===== config.mk =====
export PLATFORM = sky130hd
export DESIGN_NAME = vga_sync_gen
export DESIGN_NICKNAME = d
export VERILOG_FILES = /design/src/rtl/vga_timing_pkg.sv /design/src/rtl/vga_mod_counter.sv /design/src/rtl/vga_sync_gen.sv
export SDC_FILE = /design/constraint.sdc
export NUM_CORES = 1
export LEC_CHECK = 0
export ABC_AREA = 1
export BUFFER_PORTS_ARGS = -buffer_cell sky130_fd_sc_hd__buf_2
export CAP_MARGIN = 20
export CORE_MARGIN = 2
export CORE_UTILIZATION = 58
export DETAILED_ROUTE_END_ITERATION = 8
export MAX_ROUTING_LAYER = met4
export PLACE_DENSITY = 0.83
export SLEW_MARGIN = 20
export SYNTH_ARGS = -nofsm -noshare
export SYNTH_HDL_FRONTEND = slang
export SYNTH_SLANG_ARGS = --single-unit

===== constraint.sdc =====
create_clock -name clk -period 2.7 [get_ports clk]
set_clock_uncertainty 0.15 [all_clocks]
set_input_delay 0.135 -clock clk [delete_from_list [all_inputs] [get_ports clk]]
set_output_delay 0.135 -clock clk [all_outputs]
set_load 0.005 [all_outputs]

===== src/rtl/vga_timing_pkg.sv =====
// rtl/vga_timing_pkg.sv - VGA 640x480@60 timing constants shared by the sync generator
package vga_timing_pkg;

    // Coordinate width: wide enough for H_TOTAL-1 = 799 and V_TOTAL-1 = 524
    localparam int COORD_W = 10;

    localparam int VGA_H_DISPLAY = 640;
    localparam int VGA_H_FP      = 16;
    localparam int VGA_H_SYNC    = 96;
    localparam int VGA_H_BP      = 48;
    localparam int VGA_H_TOTAL   = VGA_H_DISPLAY + VGA_H_FP + VGA_H_SYNC + VGA_H_BP;

    localparam int VGA_V_DISPLAY = 480;
    localparam int VGA_V_FP      = 10;
    localparam int VGA_V_SYNC    = 2;
    localparam int VGA_V_BP      = 33;
    localparam int VGA_V_TOTAL   = VGA_V_DISPLAY + VGA_V_FP + VGA_V_SYNC + VGA_V_BP;

    // 1 = sync pulses drive 0 while active (standard 640x480 polarity)
    localparam bit VGA_SYNC_ACTIVE_LOW = 1'b1;

    // Register width for a modulo-n count; never below 1 so n=1 still elaborates
    function automatic int cnt_width(input int n);
        return (n > 1) ? $clog2(n) : 1;
    endfunction

endpackage


===== src/rtl/vga_mod_counter.sv =====
// rtl/vga_mod_counter.sv - modulo-N counter with enable and a combinational wrap flag
module vga_mod_counter
    import vga_timing_pkg::*;
#(
    parameter int N = 2,
    parameter int W = cnt_width(N)
) (
    input  logic         clk,
    input  logic         rst,
    input  logic         en,
    output logic [W-1:0] count,
    output logic         wrap
);

    localparam logic [W-1:0] LAST = W'(N - 1);

    logic [W-1:0] count_q;
    logic [W-1:0] count_d;

    // wrap marks the enabled step that returns the count to zero
    assign wrap  = en && (count_q == LAST);
    assign count = count_q;

    // Next count: hold when disabled, step or wrap when enabled
    always_comb begin
        count_d = count_q;
        if (en) begin
            count_d = wrap ? '0 : count_q + 1'b1;
        end
    end

    // Count register, cleared asynchronously
    always_ff @(posedge clk or posedge rst) begin
        if (rst) begin
            count_q <= '0;
        end else begin
            count_q <= count_d;
        end
    end

endmodule


===== src/rtl/vga_sync_gen.sv =====
// rtl/vga_sync_gen.sv - VGA timing generator; VGA_FRAME_CNT_EN adds the frame_cnt output
module vga_sync_gen
    import vga_timing_pkg::*;
#(
    parameter int CLK_DIV         = 2,
    parameter int H_DISPLAY       = VGA_H_DISPLAY,
    parameter int H_FP            = VGA_H_FP,
    parameter int H_SYNC          = VGA_H_SYNC,
    parameter int H_BP            = VGA_H_BP,
    parameter int V_DISPLAY       = VGA_V_DISPLAY,
    parameter int V_FP            = VGA_V_FP,
    parameter int V_SYNC          = VGA_V_SYNC,
    parameter int V_BP            = VGA_V_BP,
    parameter bit SYNC_ACTIVE_LOW = VGA_SYNC_ACTIVE_LOW
) (
    input  logic               clk,
    input  logic               rst,
    output logic               p_tick,
    output logic [COORD_W-1:0] pixel_x,
    output logic [COORD_W-1:0] pixel_y,
    output logic               video_on,
    output logic               hsync,
    output logic               vsync,
    output logic               frame_start
`ifdef VGA_FRAME_CNT_EN
    ,
    output logic [15:0]        frame_cnt
`endif
);

    localparam int H_TOTAL = H_DISPLAY + H_FP + H_SYNC + H_BP;
    localparam int V_TOTAL = V_DISPLAY + V_FP + V_SYNC + V_BP;
    localparam int DIV_W   = cnt_width(CLK_DIV);

    localparam logic [DIV_W-1:0]   DIV_LAST = DIV_W'(CLK_DIV - 1);
    localparam logic [COORD_W-1:0] H_DISP_C = COORD_W'(H_DISPLAY);
    localparam logic [COORD_W-1:0] V_DISP_C = COORD_W'(V_DISPLAY);
    localparam logic [COORD_W-1:0] HS_FIRST = COORD_W'(H_DISPLAY + H_FP);
    localparam logic [COORD_W-1:0] HS_LAST  = COORD_W'(H_DISPLAY + H_FP + H_SYNC - 1);
    localparam logic [COORD_W-1:0] VS_FIRST = COORD_W'(V_DISPLAY + V_FP);
    localparam logic [COORD_W-1:0] VS_LAST  = COORD_W'(V_DISPLAY + V_FP + V_SYNC - 1);
    localparam logic               SYNC_ON  = SYNC_ACTIVE_LOW ? 1'b0 : 1'b1;
    localparam logic               SYNC_OFF = ~SYNC_ON;

    // run_q holds the divider still for the first clk after reset release so
    // p_tick never appears during reset (matters for CLK_DIV=1) and the first
    // tick lands exactly CLK_DIV clks after release for every divide ratio.
    logic               run_q, run_d;
    logic [DIV_W-1:0]   div_q, div_d;
    logic               hsync_q, hsync_d;
    logic               vsync_q, vsync_d;
    logic [COORD_W-1:0] h_cnt, v_cnt;
    logic               h_wrap, v_wrap;
    logic               h_in_sync, v_in_sync;

    assign p_tick    = run_q && (div_q == DIV_LAST);
    assign h_in_sync = (h_cnt >= HS_FIRST) && (h_cnt <= HS_LAST);
    assign v_in_sync = (v_cnt >= VS_FIRST) && (v_cnt <= VS_LAST);

    vga_mod_counter #(.N(H_TOTAL), .W(COORD_W)) u_h_cnt (
        .clk   (clk),
        .rst   (rst),
        .en    (p_tick),
        .count (h_cnt),
        .wrap  (h_wrap)
    );

    // h_wrap already includes p_tick, so v steps on the same tick as the line wrap
    vga_mod_counter #(.N(V_TOTAL), .W(COORD_W)) u_v_cnt (
        .clk   (clk),
        .rst   (rst),
        .en    (h_wrap),
        .count (v_cnt),
        .wrap  (v_wrap)
    );

    assign pixel_x     = h_cnt;
    assign pixel_y     = v_cnt;
    assign video_on    = (h_cnt < H_DISP_C) && (v_cnt < V_DISP_C);
    assign frame_start = v_wrap;
    assign hsync       = hsync_q;
    assign vsync       = vsync_q;

    // Divider step and sync capture from the pre-increment counters (one pixel late)
    always_comb begin
        run_d   = 1'b1;
        div_d   = div_q;
        hsync_d = hsync_q;
        vsync_d = vsync_q;
        if (run_q) begin
            div_d = (div_q == DIV_LAST) ? '0 : div_q + 1'b1;
        end
        if (p_tick) begin
            hsync_d = h_in_sync ? SYNC_ON : SYNC_OFF;
            vsync_d = v_in_sync ? SYNC_ON : SYNC_OFF;
        end
    end

    // Timing registers; syncs clear to their inactive level
    always_ff @(posedge clk or posedge rst) begin
        if (rst) begin
            run_q   <= 1'b0;
            div_q   <= '0;
            hsync_q <= SYNC_OFF;
            vsync_q <= SYNC_OFF;
        end else begin
            run_q   <= run_d;
            div_q   <= div_d;
            hsync_q <= hsync_d;
            vsync_q <= vsync_d;
        end
    end

`ifdef VGA_FRAME_CNT_EN
    logic [15:0] frame_cnt_q, frame_cnt_d;

    // Frames completed; wraps naturally at 16 bits
    always_comb begin
        frame_cnt_d = frame_cnt_q;
        if (frame_start) begin
            frame_cnt_d = frame_cnt_q + 16'd1;
        end
    end

    // Frame counter register
    always_ff @(posedge clk or posedge rst) begin
        if (rst) begin
            frame_cnt_q <= '0;
        end else begin
            frame_cnt_q <= frame_cnt_d;
        end
    end

    assign frame_cnt = frame_cnt_q;
`endif

endmodule

# After elaboration in Yosys (flattened, before gate mapping)
# Index checks and enable logic that the tools add are counted.
[totals]
ff_bits = 24
inputBits = 2
word_cells = 28
[op_classes]
addsub = 3
n_lt_le_gt_ge = 6
n_eq_ne = 2
muxes = 5
reduce_logical = 6
[ops]
columns = ["cell", "n"]
rows = [
  ["adder 10 x 1 -> 10 bit (second input constant)", 2],
  ["equality test 10 bit (second input constant)", 2],
  ["two-way mux 10 bit", 2],
  ["greater-or-equal comparator 10 bit (second input constant)", 1],
  ["greater-or-equal comparator 10 x 9 -> 1 bit (second input constant)", 1],
  ["less-or-equal comparator 10 bit (second input constant)", 1],
  ["less-or-equal comparator 10 x 9 -> 1 bit (second input constant)", 1],
  ["less-than comparator 10 bit (second input constant)", 1],
  ["less-than comparator 10 x 9 -> 1 bit (second input constant)", 1],
  ["logical AND 1 bit", 6],
  ["two-way mux 1 bit", 3],
  ["adder 1 bit (second input constant)", 1],
]

# Depth between registers and ports, before layout
[logic_depth]
ltp_word = 4
mapped_depth = 8
mapped_depth_nobuf = 8

# By module
# Synthesis repeated with hierarchy kept, for this count alone.
[hier_totals]
cells_unflattened = 207
area_unflattened_um2 = 1448.9
[modules_own_cells]
columns = ["mod", "instances", "cells_each", "area_each_um2", "seq_area_each_um2"]
rows = [
  ["vga_mod_counter (u_v_cnt)", 1, 93, 639.4, 250.2],
  ["vga_mod_counter (u_h_cnt)", 1, 75, 563.0, 250.2],
  ["vga_sync_gen", 1, 39, 246.5, 102.6],
]

# Least setup slack after synthesis
# No wires, ideal clock.
[synth_timing]
kind = "reg-to-reg"
start = "reg u_v_cnt.count_q[0] (netlist: u_v_cnt.count[0])"
end = "reg u_v_cnt.count_q[4] (netlist: u_v_cnt.count[4])"
setup_ns = 0.119
arrival_time_ns = 1.218
slack_ns = 1.213
path_stages_with_launch = 7
cell_sequence = "dfrtp_1 ha_1 nand3_1 inv_1 or2_2 nand4_1 nand2_1"
[synth_via]
elab_chain_len = 3
word_cells_on_any_way = 4
classes_between = "add/sub: 1; eq/ne: 1; mux: 1; reduce/logical: 1"
[synth_lines]
columns = ["item", "line_no", "text"]
rows = [
  ["start: declaration", "vga_mod_counter.sv:17", "logic [W-1:0] count_q;"],
  ["start signal: assignment", "vga_mod_counter.sv:37", "count_q <= count_d;"],
  ["branches (longest 2 deep; another with adder 10 x 1 -> 10 bit)", "n/a", ""],
  ["two-way mux 10 bit *", "vga_mod_counter.sv:28", "count_d = wrap ? '0 : count_q + 1'b1;"],
]
# Mark *: on every way between the ends.
# A chain may end at the register's enable or synchronous reset.

# Worst setup path after layout
[layout_timing]
start = "reg u_h_cnt.count_q[1] (netlist: u_h_cnt.count[1])"
end = "out frame_start"
[layout_via]
elab_chain_len = 3
[layout_lines]
columns = ["item", "line_no", "text"]
rows = [
  ["start: declaration", "vga_mod_counter.sv:17", ""],
  ["start signal: assignment", "vga_mod_counter.sv:37", ""],
  ["equality test 10 bit", "vga_mod_counter.sv:21", "assign wrap = en && (count_q == LAST);"],
  ["logical AND 1 bit (2 in series)", "vga_mod_counter.sv:21", ""],
  ["end: declaration", "vga_sync_gen.sv:24", "output logic frame_start"],
]
# Every way passes these cells.

==> flow_summary.ini <==
[detailed_routing]
wl_per_cell_um = 13.0
wirelength_um = 3100
firstDrtPassIters = 4
drc_errors = 0
drt.antenna.violating_nets = 0
vias = 1323
drt_iter0_drc = 38
routed_via_density = 5.56

[yosys]
synth_top_family_by_area = simple AND/OR/NAND/NOR gates
synth_edf_count = 0
ys_warn_count = 0
synth-seq-cells = 24
async_reset_ff_share_pct = 100
synth_xor_area_share_pct = 3.75
synth_flop_cell = dfrtp_1
ys_types = 27
syn_area_um2 = 1400
synth.area.mux_share_pct = 0
netlist_top_cells_count = nand2_1, inv_1, dfrtp_1
yosysTopAreaCellShare_pct = 39.3
synth_area_leaders = dfrtp_1, nand2_1, nand3_1
syn_area_per_cell_um2 = 7.74
synth-compound-area-share_pct = 6.79
syn_nets = 188
synth_fa_ha_area_share_pct = 4.46
yosys.area.top_type = dfrtp_1
yosysSeqAreaShare_pct = 43.0
synth_most_common_cell = nand2_1
syn_inst = 181
synth-simple-area-share_pct = 33.3

[run]
maxCapViolations = 0

[setup_path]
critical_path_peak_fanout = 5
critPathCaptureType = output port
worstReg2RegEnd = u_v_cnt.count[4]
reg2reg_depth = 8
startpoint_type = flip-flop
crit_type = flip-flop to output port
r2r_start = u_h_cnt.count[1]
cp.required_ns = 2.41
rrSetupSlack_ns = 0.92
arrival_ns = 1.88

[global_routing]
track_usage_pct = 26.7
antenna_found_initial = 0
grt_max_degree = 25
grt_pass1_wl_um = 5340
grt_overflow = 0
grt_pass1_vias = 1271

[floorplan]
pin_count = 27
die_h_um = 53.2
rows = 17
die_area_um2 = 2830
coreArea_um2 = 2250
die_w_um = 53.2
start_util_pct = 62.2

[pwr]
peakVddDrop_uv = 397
p_per_area_nw_per_um2 = 502
total_leakage_power_uw = 0.000832
finalPower_uw = 802

[clocking]
clkSlewWorstSetupHoldPaths_ns = 0.14
cts_htree_levels = 1
cts_setup_buffers = 0
clkLatencyLatePin_ns = 0.32
numCtsBuffers = 3
cts-root-buf = clkbuf_4
clock-sinks = 24
clock_path_buffers = 2
cts_tree = yes

[finish]
fin_nets = 218
final_core_util_pct = 70.8
areaGrowthSynthToFinish_pct = 13.9
diodes = 0
drive_above_1_share_pct = 20.0

[min_path]
hold_class = flip-flop to flip-flop
whs_endpoint = hsync
hold_depth = 2
hp-start = hsync

[timing]
fin_crit_sh_pct = 80.3
max_slew.worst_pin.slew_ns = 0.895
fmax_mhz = 461
slew_violations = 0
hold_viol = 0
relSlewSlack_pct = 40.3
setup_slack_ns = 0.532
post-route-min-period_ns = 2.17
fin_setup_tns_ns = 0
finalSetupViolCount = 0
rsz0062_at_grt = false

[placement]
dp_hpwl_um = 2350
pre_cts_ws_ns = 0.902
numPortBuffers = 26
place.gp.congestion = 0.964

[run_status]
status = finished clean
[flip-flops by register name (all words and copies together) (netlist names)]
register,cells
u_h_cnt.count,10
u_v_cnt.count,10
vsync,1
run_q,1
div_q,1
hsync,1
[timing repair]
item,in CTS,in global routing
hold buffers,1,0
resized for setup,0,0
hold endpoints to repair,22,0
[kinds of logic after synthesis]
family,after synthesis
compound gates,18
xor+xnor,6
fa+ha+maj,5
buf+inv,29
flops,24
other cells,1
simple gates,98
[power by group]
part / leakage [uW] / switching [uW] / total [uW] / internal, uW
sequential: 0.000316 / 47.1 / 444 / 397
clock: 0.0000210 / 111 / 193 / 82.5
combinational: 0.000496 / 99.3 / 164 / 64.9
total: 0.000832 / 257 / 802 / 545
[metal layers]
layer	GRT usage, %	vias to the layer above	part of all wire, %
li1	-	643	-
met4	10.7	0	1.4
met2	49.2	43	54
met1	29.3	631	41
met5	-	-	0
met3	2.54	6	4.2
[worst max-delay path by stage]
stage,from,end,slack [ns],cells past startpoint
detailed placement,u_h_cnt.count[1],frame_start,0.90,8
CTS,u_h_cnt.count[1],frame_start,0.52,8
finish,u_h_cnt.count[1],frame_start,0.53,8
global route,u_h_cnt.count[1],frame_start,0.36,8
floorplan,u_v_cnt.count[0],u_v_cnt.count[4],1.21,6
global placement,u_h_cnt.count[0],frame_start,1.0,8
[worst max-delay path: stages, from the launching register on]
cell     delay, ns
dfrtp_1       0.43
ha_1          0.22
nand3_1       0.11
nor2_2        0.25
inv_2         0.08
nor2_4        0.14
inv_1         0.12
nor2_1        0.09
buf_2         0.12
[cells in the final DEF (no fill, tap or decap), types with 3 or more instances in the layout]
cell and instances:
a21oi_1 3, buf_2 26, clkbuf_4 3, dfrtp_1 22, ha_1 5, inv_1 24
nand2_1 37, nand3_1 21, nand4_1 4, nor2_1 20, nor2_4 3, nor3_1 7
o21ai_0 8, o21ai_1 4, xor2_1 5
[per-stage QoR]
stage	std cells	cell area (um^2)	hold WS, ns
final	238	1600	0.362
after global placement	233	1550	0.205
after floorplan	181	1400	-0.00186
after CTS	238	1600	0.367
after detailed placement	233	1550	0.220
after global routing	238	1600	0.415
[final cells by class]
type | count | area (um^2)
Sequential cell | 24 | 603
Clock buffer | 4 | 36.3
Multi-Input combinational cell | 128 | 681
Fill cell | 206 | 658
Timing Repair Buffer | 27 | 140
Tap cell | 28 | 35.0
Inverter | 27 | 101
Note: power is estimated with default switching activity, not from simulation.
